===== config.mk =====
export PLATFORM = sky130hd
export DESIGN_NAME = imm_gen_pipe
export DESIGN_NICKNAME = d
export VERILOG_FILES = /design/src/rtl/imm_gen_pipe.sv
export SDC_FILE = /design/constraint.sdc
export NUM_CORES = 1
export LEC_CHECK = 0
export ABC_AREA = 1
export BUFFER_PORTS_ARGS = -buffer_cell sky130_fd_sc_hd__buf_2
export CORE_AREA = 2 2 165 167
export CTS_CLUSTER_DIAMETER = 50
export CTS_CLUSTER_SIZE = 16
export DETAILED_ROUTE_END_ITERATION = 6
export DIE_AREA = 0 0 167 169
export GPL_TIMING_DRIVEN = 0
export MAX_ROUTING_LAYER = met4
export SETUP_SLACK_MARGIN = 0.05
export SYNTH_ARGS = -nofsm -noshare
export SYNTH_HDL_FRONTEND = slang
export SYNTH_SLANG_ARGS = --single-unit

===== constraint.sdc =====
create_clock -name iCLK -period 5.1 [get_ports iCLK]
set_clock_uncertainty 0.15 [all_clocks]
set_input_delay 0 -clock iCLK [delete_from_list [all_inputs] [get_ports iCLK]]
set_output_delay 0 -clock iCLK [all_outputs]
set_load 0.02 [all_outputs]

===== src/rtl/imm_gen_pipe.sv =====
// RISC-V immediate generator: decodes format and immediate into a 2-entry skid FIFO.
// Outputs come only from the head entry register, so decode can stall freely.
module imm_gen_pipe #(
  parameter int XLEN  = 32,
  parameter int TAG_W = 32
) (
  input  logic             iCLK,
  input  logic             iRST,
  input  logic             iValid,
  output logic             oReady,
  input  logic [31:0]      iInstr,
  input  logic [TAG_W-1:0] iTag,
  input  logic             iFlush,
  output logic             oValid,
  input  logic             iReady,
  output logic [XLEN-1:0]  oImm,
  output logic [2:0]       oFmt,
  output logic             oIllegal,
  output logic [TAG_W-1:0] oTag
);

  localparam logic [2:0] FMT_NONE = 3'd0;
  localparam logic [2:0] FMT_I    = 3'd1;
  localparam logic [2:0] FMT_S    = 3'd2;
  localparam logic [2:0] FMT_B    = 3'd3;
  localparam logic [2:0] FMT_U    = 3'd4;
  localparam logic [2:0] FMT_J    = 3'd5;
  localparam bit RV64 = (XLEN == 64);

  typedef struct packed {
    logic [XLEN-1:0]  imm;
    logic [2:0]       fmt;
    logic             ill;
    logic [TAG_W-1:0] tag;
  } ent_t;

  logic [4:0]      op;
  logic            s;
  logic [XLEN-1:0] imm_i, imm_s, imm_b, imm_u, imm_j;
  logic [31:0]     imm_u32;
  logic [2:0]      dec_fmt;
  logic            dec_ill;
  ent_t            dec;

  assign op = iInstr[6:2];
  assign s  = iInstr[31];

  assign imm_i = {{(XLEN-12){s}}, iInstr[31:20]};
  assign imm_s = {{(XLEN-12){s}}, iInstr[31:25], iInstr[11:7]};
  assign imm_b = {{(XLEN-13){s}}, iInstr[31], iInstr[7],
                  iInstr[30:25], iInstr[11:8], 1'b0};
  assign imm_j = {{(XLEN-21){s}}, iInstr[31], iInstr[19:12],
                  iInstr[20], iInstr[30:21], 1'b0};
  assign imm_u32 = {iInstr[31:12], 12'b0};

  // LUI/AUIPC results are sign-extended 32-bit values on RV64
  generate
    if (XLEN == 64) begin : g_u64
      assign imm_u = {{32{s}}, imm_u32};
    end else begin : g_u32
      assign imm_u = imm_u32;
    end
  endgenerate

  always_comb begin
    dec_fmt = FMT_NONE;
    dec_ill = 1'b1;
    if (iInstr[1:0] == 2'b11) begin
      case (op)
        5'b00000, 5'b00001, 5'b00100,
        5'b11001, 5'b11100: begin
          dec_fmt = FMT_I;
          dec_ill = 1'b0;
        end
        5'b00110: if (RV64) begin
          dec_fmt = FMT_I;
          dec_ill = 1'b0;
        end
        5'b01000, 5'b01001: begin
          dec_fmt = FMT_S;
          dec_ill = 1'b0;
        end
        5'b11000: begin
          dec_fmt = FMT_B;
          dec_ill = 1'b0;
        end
        5'b00101, 5'b01101: begin
          dec_fmt = FMT_U;
          dec_ill = 1'b0;
        end
        5'b11011: begin
          dec_fmt = FMT_J;
          dec_ill = 1'b0;
        end
        5'b01100, 5'b00011, 5'b10100: dec_ill = 1'b0;
        5'b01110: if (RV64) dec_ill = 1'b0;
        default: ;
      endcase
    end
  end

  always_comb begin
    dec.fmt = dec_fmt;
    dec.ill = dec_ill;
    dec.tag = iTag;
    dec.imm = '0;
    case (dec_fmt)
      FMT_I:   dec.imm = imm_i;
      FMT_S:   dec.imm = imm_s;
      FMT_B:   dec.imm = imm_b;
      FMT_U:   dec.imm = imm_u;
      FMT_J:   dec.imm = imm_j;
      default: dec.imm = '0;
    endcase
  end

  ent_t       e0_q, e0_d, e1_q, e1_d;
  logic [1:0] cnt_q, cnt_d;
  logic       acc, drn;

  assign oReady = (cnt_q != 2'd2);
  assign oValid = (cnt_q != 2'd0);
  assign acc    = iValid && oReady;
  assign drn    = oValid && iReady;

  // e0 is always the head; e1 only ever holds the second entry
  always_comb begin
    e0_d  = e0_q;
    e1_d  = e1_q;
    cnt_d = cnt_q;
    if (iFlush) begin
      cnt_d = 2'd0;
    end else begin
      case ({acc, drn})
        2'b11: begin
          if (cnt_q == 2'd2) begin
            e0_d = e1_q;
            e1_d = dec;
          end else begin
            e0_d = dec;
          end
        end
        2'b10: begin
          if (cnt_q == 2'd0) e0_d = dec;
          else               e1_d = dec;
          cnt_d = cnt_q + 2'd1;
        end
        2'b01: begin
          e0_d  = e1_q;
          cnt_d = cnt_q - 2'd1;
        end
        default: ;
      endcase
    end
  end

  always_ff @(posedge iCLK or posedge iRST) begin
    if (iRST) begin
      e0_q  <= '0;
      e1_q  <= '0;
      cnt_q <= 2'd0;
    end else begin
      e0_q  <= e0_d;
      e1_q  <= e1_d;
      cnt_q <= cnt_d;
    end
  end

  assign oImm     = e0_q.imm;
  assign oFmt     = e0_q.fmt;
  assign oIllegal = e0_q.ill;
  assign oTag     = e0_q.tag;

endmodule


==> metrics.md <==
| Metric | Value |
|---|---|
| Clk slew on worst S/H paths | 0.07 ns |
| Multi-input logic area | 0.003680 mm² |
| H-tree Lvls | 4 |
| Post-synthesis simple-gate area fraction | 22.18% |
| Placer Congestion | 0.8682 |
| All-Layer GR Usage | 19.92% |
| Tcrit/Tclk final | 88.75% |
| Layout area overhead | 30.80% |
| Synth top area share | 44.21% |
| Port Buffers | 138 |
| CP Max Fanout | 10 |
| Crit start category | flip-flop |
| Synth unique cells | 29 |
| Worst Max-Slew Pin Slew | 0.7150 ns |
| Post-Syn Area | 0.007811 mm² |
| Flops & latches, synth | 138 |
| DRT iter0 DRCs | 643 |
| Die Y | 169 µm |
| CTS Buf Count | 17 |
| Top post-synthesis cells by area | dfrtp_1, nand2_1, o21ai_0 |
| Overall power | 5.885 mW |
| Share of layout cells above drive strength 1 | 16.15% |
| Net Count, Synth | 1,171 |
| Ant. Diodes | 0 |
| Post-route setup slack | 0.5739 ns |
| Gate count of the mapped netlist | 1,098 |
| CTS tree | built |
| Peak supply drop | 0.2655 mV |
| DRC violations left | 0 |
| Reg2reg setup slack | 0.57 ns |
| Post-Synth Adder-Cell Area | 0.6407% |
| Largest family of logic cells by synthesized area | compound AO/OA/AOI/OAI gates |
| Dominant cell type by area after synthesis | dfrtp_1 |
| Reg area | 0.003453 mm² |
| Die W | 167 µm |
| MaxCap Viol Count | 0 |
| # Post-CTS Setup Buffers | 0 |
| CP required | 5.26 ns |
| GRT overflow | 0 |
| Vias per inst | 4.917 |
| CTS Sinks | 138 |
| Root Buffer | clkbuf_16 |
| Leak | 4.953 nW |
| # nets final | 1,391 |
| Worst min path class | input pin to async pin |
| Row count | 60 |
| Antenna violations before repair | 0 |
| First-pass GRT wire length | 43.10 mm |
| DR pass1 iterations | 6 |
| Largest net degree at the start of global routing | 78 |
| Routed length per placed instance | 16.34 µm |
| IO Count | 139 |
| Maximum operating frequency | 220.9 MHz |
| Relative slew slack | 52.33% |
| Setup WS pre-CTS | 0.9812 ns |
| HPWL Detailed | 18.83 mm |
| CP Class | flip-flop to flip-flop |
| Starting Density | 29.48% |
| Drt total wl | 27.32 mm |
| Sequential area share after synthesis | 44.21% |
| Post-layout util | 38.56% |
| Core area | 0.02650 mm² |
| Fillcell total | 2,781 |
| Post-synthesis mux area share | 0% |
| Worst setup EP type | flip-flop |
| Via count | 8,221 |
| Vias in the first global route | 7,953 |
| Crit path time final | 4.526 ns |
| Yosys warns | 0 |
| DRT antenna net count | 0 |
| R2r worst-path depth | 15 |
| Compound-Gate Fraction of Synth Area | 24.17% |
| Final max-slew violation count | 0 |
| Die area | 0.02822 mm² |
| Fin. Hold Viols | 0 |
| Pwr Density | 576.0 mW/mm² |
| Bufs on Longest Clock Path | 2 |
| Avg Cell Area, Syn | 7.114 µm² |
| Data arrival, critical path | 4.69 ns |
| Setup TNS | 0 ns |
| RSZ-0062 raised after global routing | no |
| Status | complete, no violations |
| XOR/XNOR share of the synthesized area | 0.1121% |
| Clock latency on the worst-skew pair | 0.43 ns |
| Setup violators final | 0 |
routing by layer:
metal / share of wire [%] / wire length [µm] / global-route usage, % / up-vias
li1: - / - / - / 4057
met1: 46 / 12470 / 25.89 / 3846
met2: 47 / 12800 / 31.26 / 279
met3: 5.3 / 1451 / 3.414 / 39
met4: 2.2 / 601 / 7.384 / 0
met5: 0 / 0 / - / -
critical path: stages (launching register included):
cell and delay [ns]:
dfrtp_1 0.37, inv_1 0.10, nor2_2 0.09, inv_2 0.16, clkbuf_1 0.49, clkbuf_1 0.45
nand2_1 0.19, inv_1 0.12, ha_1 0.26, nand2_1 0.10, nand2_1 0.06, nand2_1 0.26
inv_2 0.33, buf_1 0.51, a31oi_1 0.17, dlygate4sd3_1 0.59
Yosys cell counts:
| library cell | count |
|---|---|
| buf_1 | 11 |
| nand2_4 | 3 |
| o21ai_2 | 3 |
| a31oi_1 | 22 |
| nor2_8 | 1 |
| ha_1 | 4 |
| nand3_1 | 30 |
| xor2_1 | 1 |
| inv_2 | 7 |
| o211ai_1 | 9 |
| nand2_8 | 1 |
| nor2_4 | 1 |
| nand2_2 | 12 |
| buf_4 | 4 |
| nand2_1 | 275 |
| nand4_1 | 4 |
| nand3_2 | 1 |
| o21ai_1 | 9 |
| buf_2 | 5 |
| a21oi_1 | 155 |
| nor3_1 | 1 |
| dfrtp_1 | 138 |
| buf_6 | 3 |
| o21ai_0 | 167 |
| clkinv_1 | 1 |
| nor2_2 | 2 |
| nor2_1 | 90 |
| clkbuf_1 | 52 |
| inv_1 | 86 |
cell usage in the layout, fill, tap and decap left out, types with 9 or more instances in the layout:
cell           Yosys  routed
dfrtp_1          138     138
dlygate4sd3_1      0      62
buf_1             11      11
a31oi_1           22      22
buf_2              5     143
nand2_2           12      12
nand3_1           30      30
o211ai_1           9       9
a21oi_1          155     155
o21ai_1            9       9
inv_1             86      85
clkbuf_16          0      17
o21ai_0          167     167
nand2_1          275     275
nor2_1            90      90
clkbuf_1          52      52
path summary, 6_finish.rpt:
path,startpoint,endpoint
max in group asynchronous,iRST,e1_q[64]
worst min-delay path,iRST,oTag[24]
worst min register to register,oImm[3],oImm[3]
min in group iCLK,iInstr[1],e1_q[33]
worst max-delay path,cnt_q[1],e1_q[47]
worst max register to register,cnt_q[1],e1_q[47]
final cells by class:
cell class,instances,area share (%)
Clock inverter,15,2.057
Sequential cell,138,33.80
Timing Repair Buffer,201,13.10
Inverter,94,3.502
Buffer,75,3.184
Multi-Input combinational cell,791,36.02
Tap cell,341,4.176
Clock buffer,17,4.164
state kept, by name, summed over array words and instances, names as in the netlist:
name      flops
oImm         32
oIllegal      1
oTag         32
cnt_q         2
oFmt          3
e1_q         68
per-stage QoR:
| step | hold WS [ns] | std cells | area [µm²] |
|---|---|---|---|
| after floorplan | 0.01360 | 1098 | 7811 |
| after global placement | 0.1478 | 1577 | 8929 |
| after detailed placement | -0.01385 | 1578 | 8961 |
| after CTS | 0.04475 | 1672 | 10220 |
| after global routing | 0.07736 | 1672 | 10220 |
| final | 0.04650 | 1672 | 10220 |
power by group:
group	switching [mW]	internal, mW	total, mW
Combinational	1.81	0.811	2.62
Clock	0.546	0.831	1.38
Sequential	0.308	1.58	1.89
Total	2.66	3.22	5.89
timing repair:
item	in CTS	in global routing
hold buffers	62	0
gates resized for setup	0	0
endpoints found under the hold margin	188	0
cell families (layout without fill, tap and decap cells):
kind of cell | after synthesis | in the layout
AND/OR/NAND/NOR | 421 | 421
AO/OA/AOI/OAI | 365 | 365
adder cells (fa/ha/maj) | 4 | 4
buffers and inverters | 169 | 402
XOR/XNOR | 1 | 1
flip-flops | 138 | 138
Power figures use the tool's default switching activity.
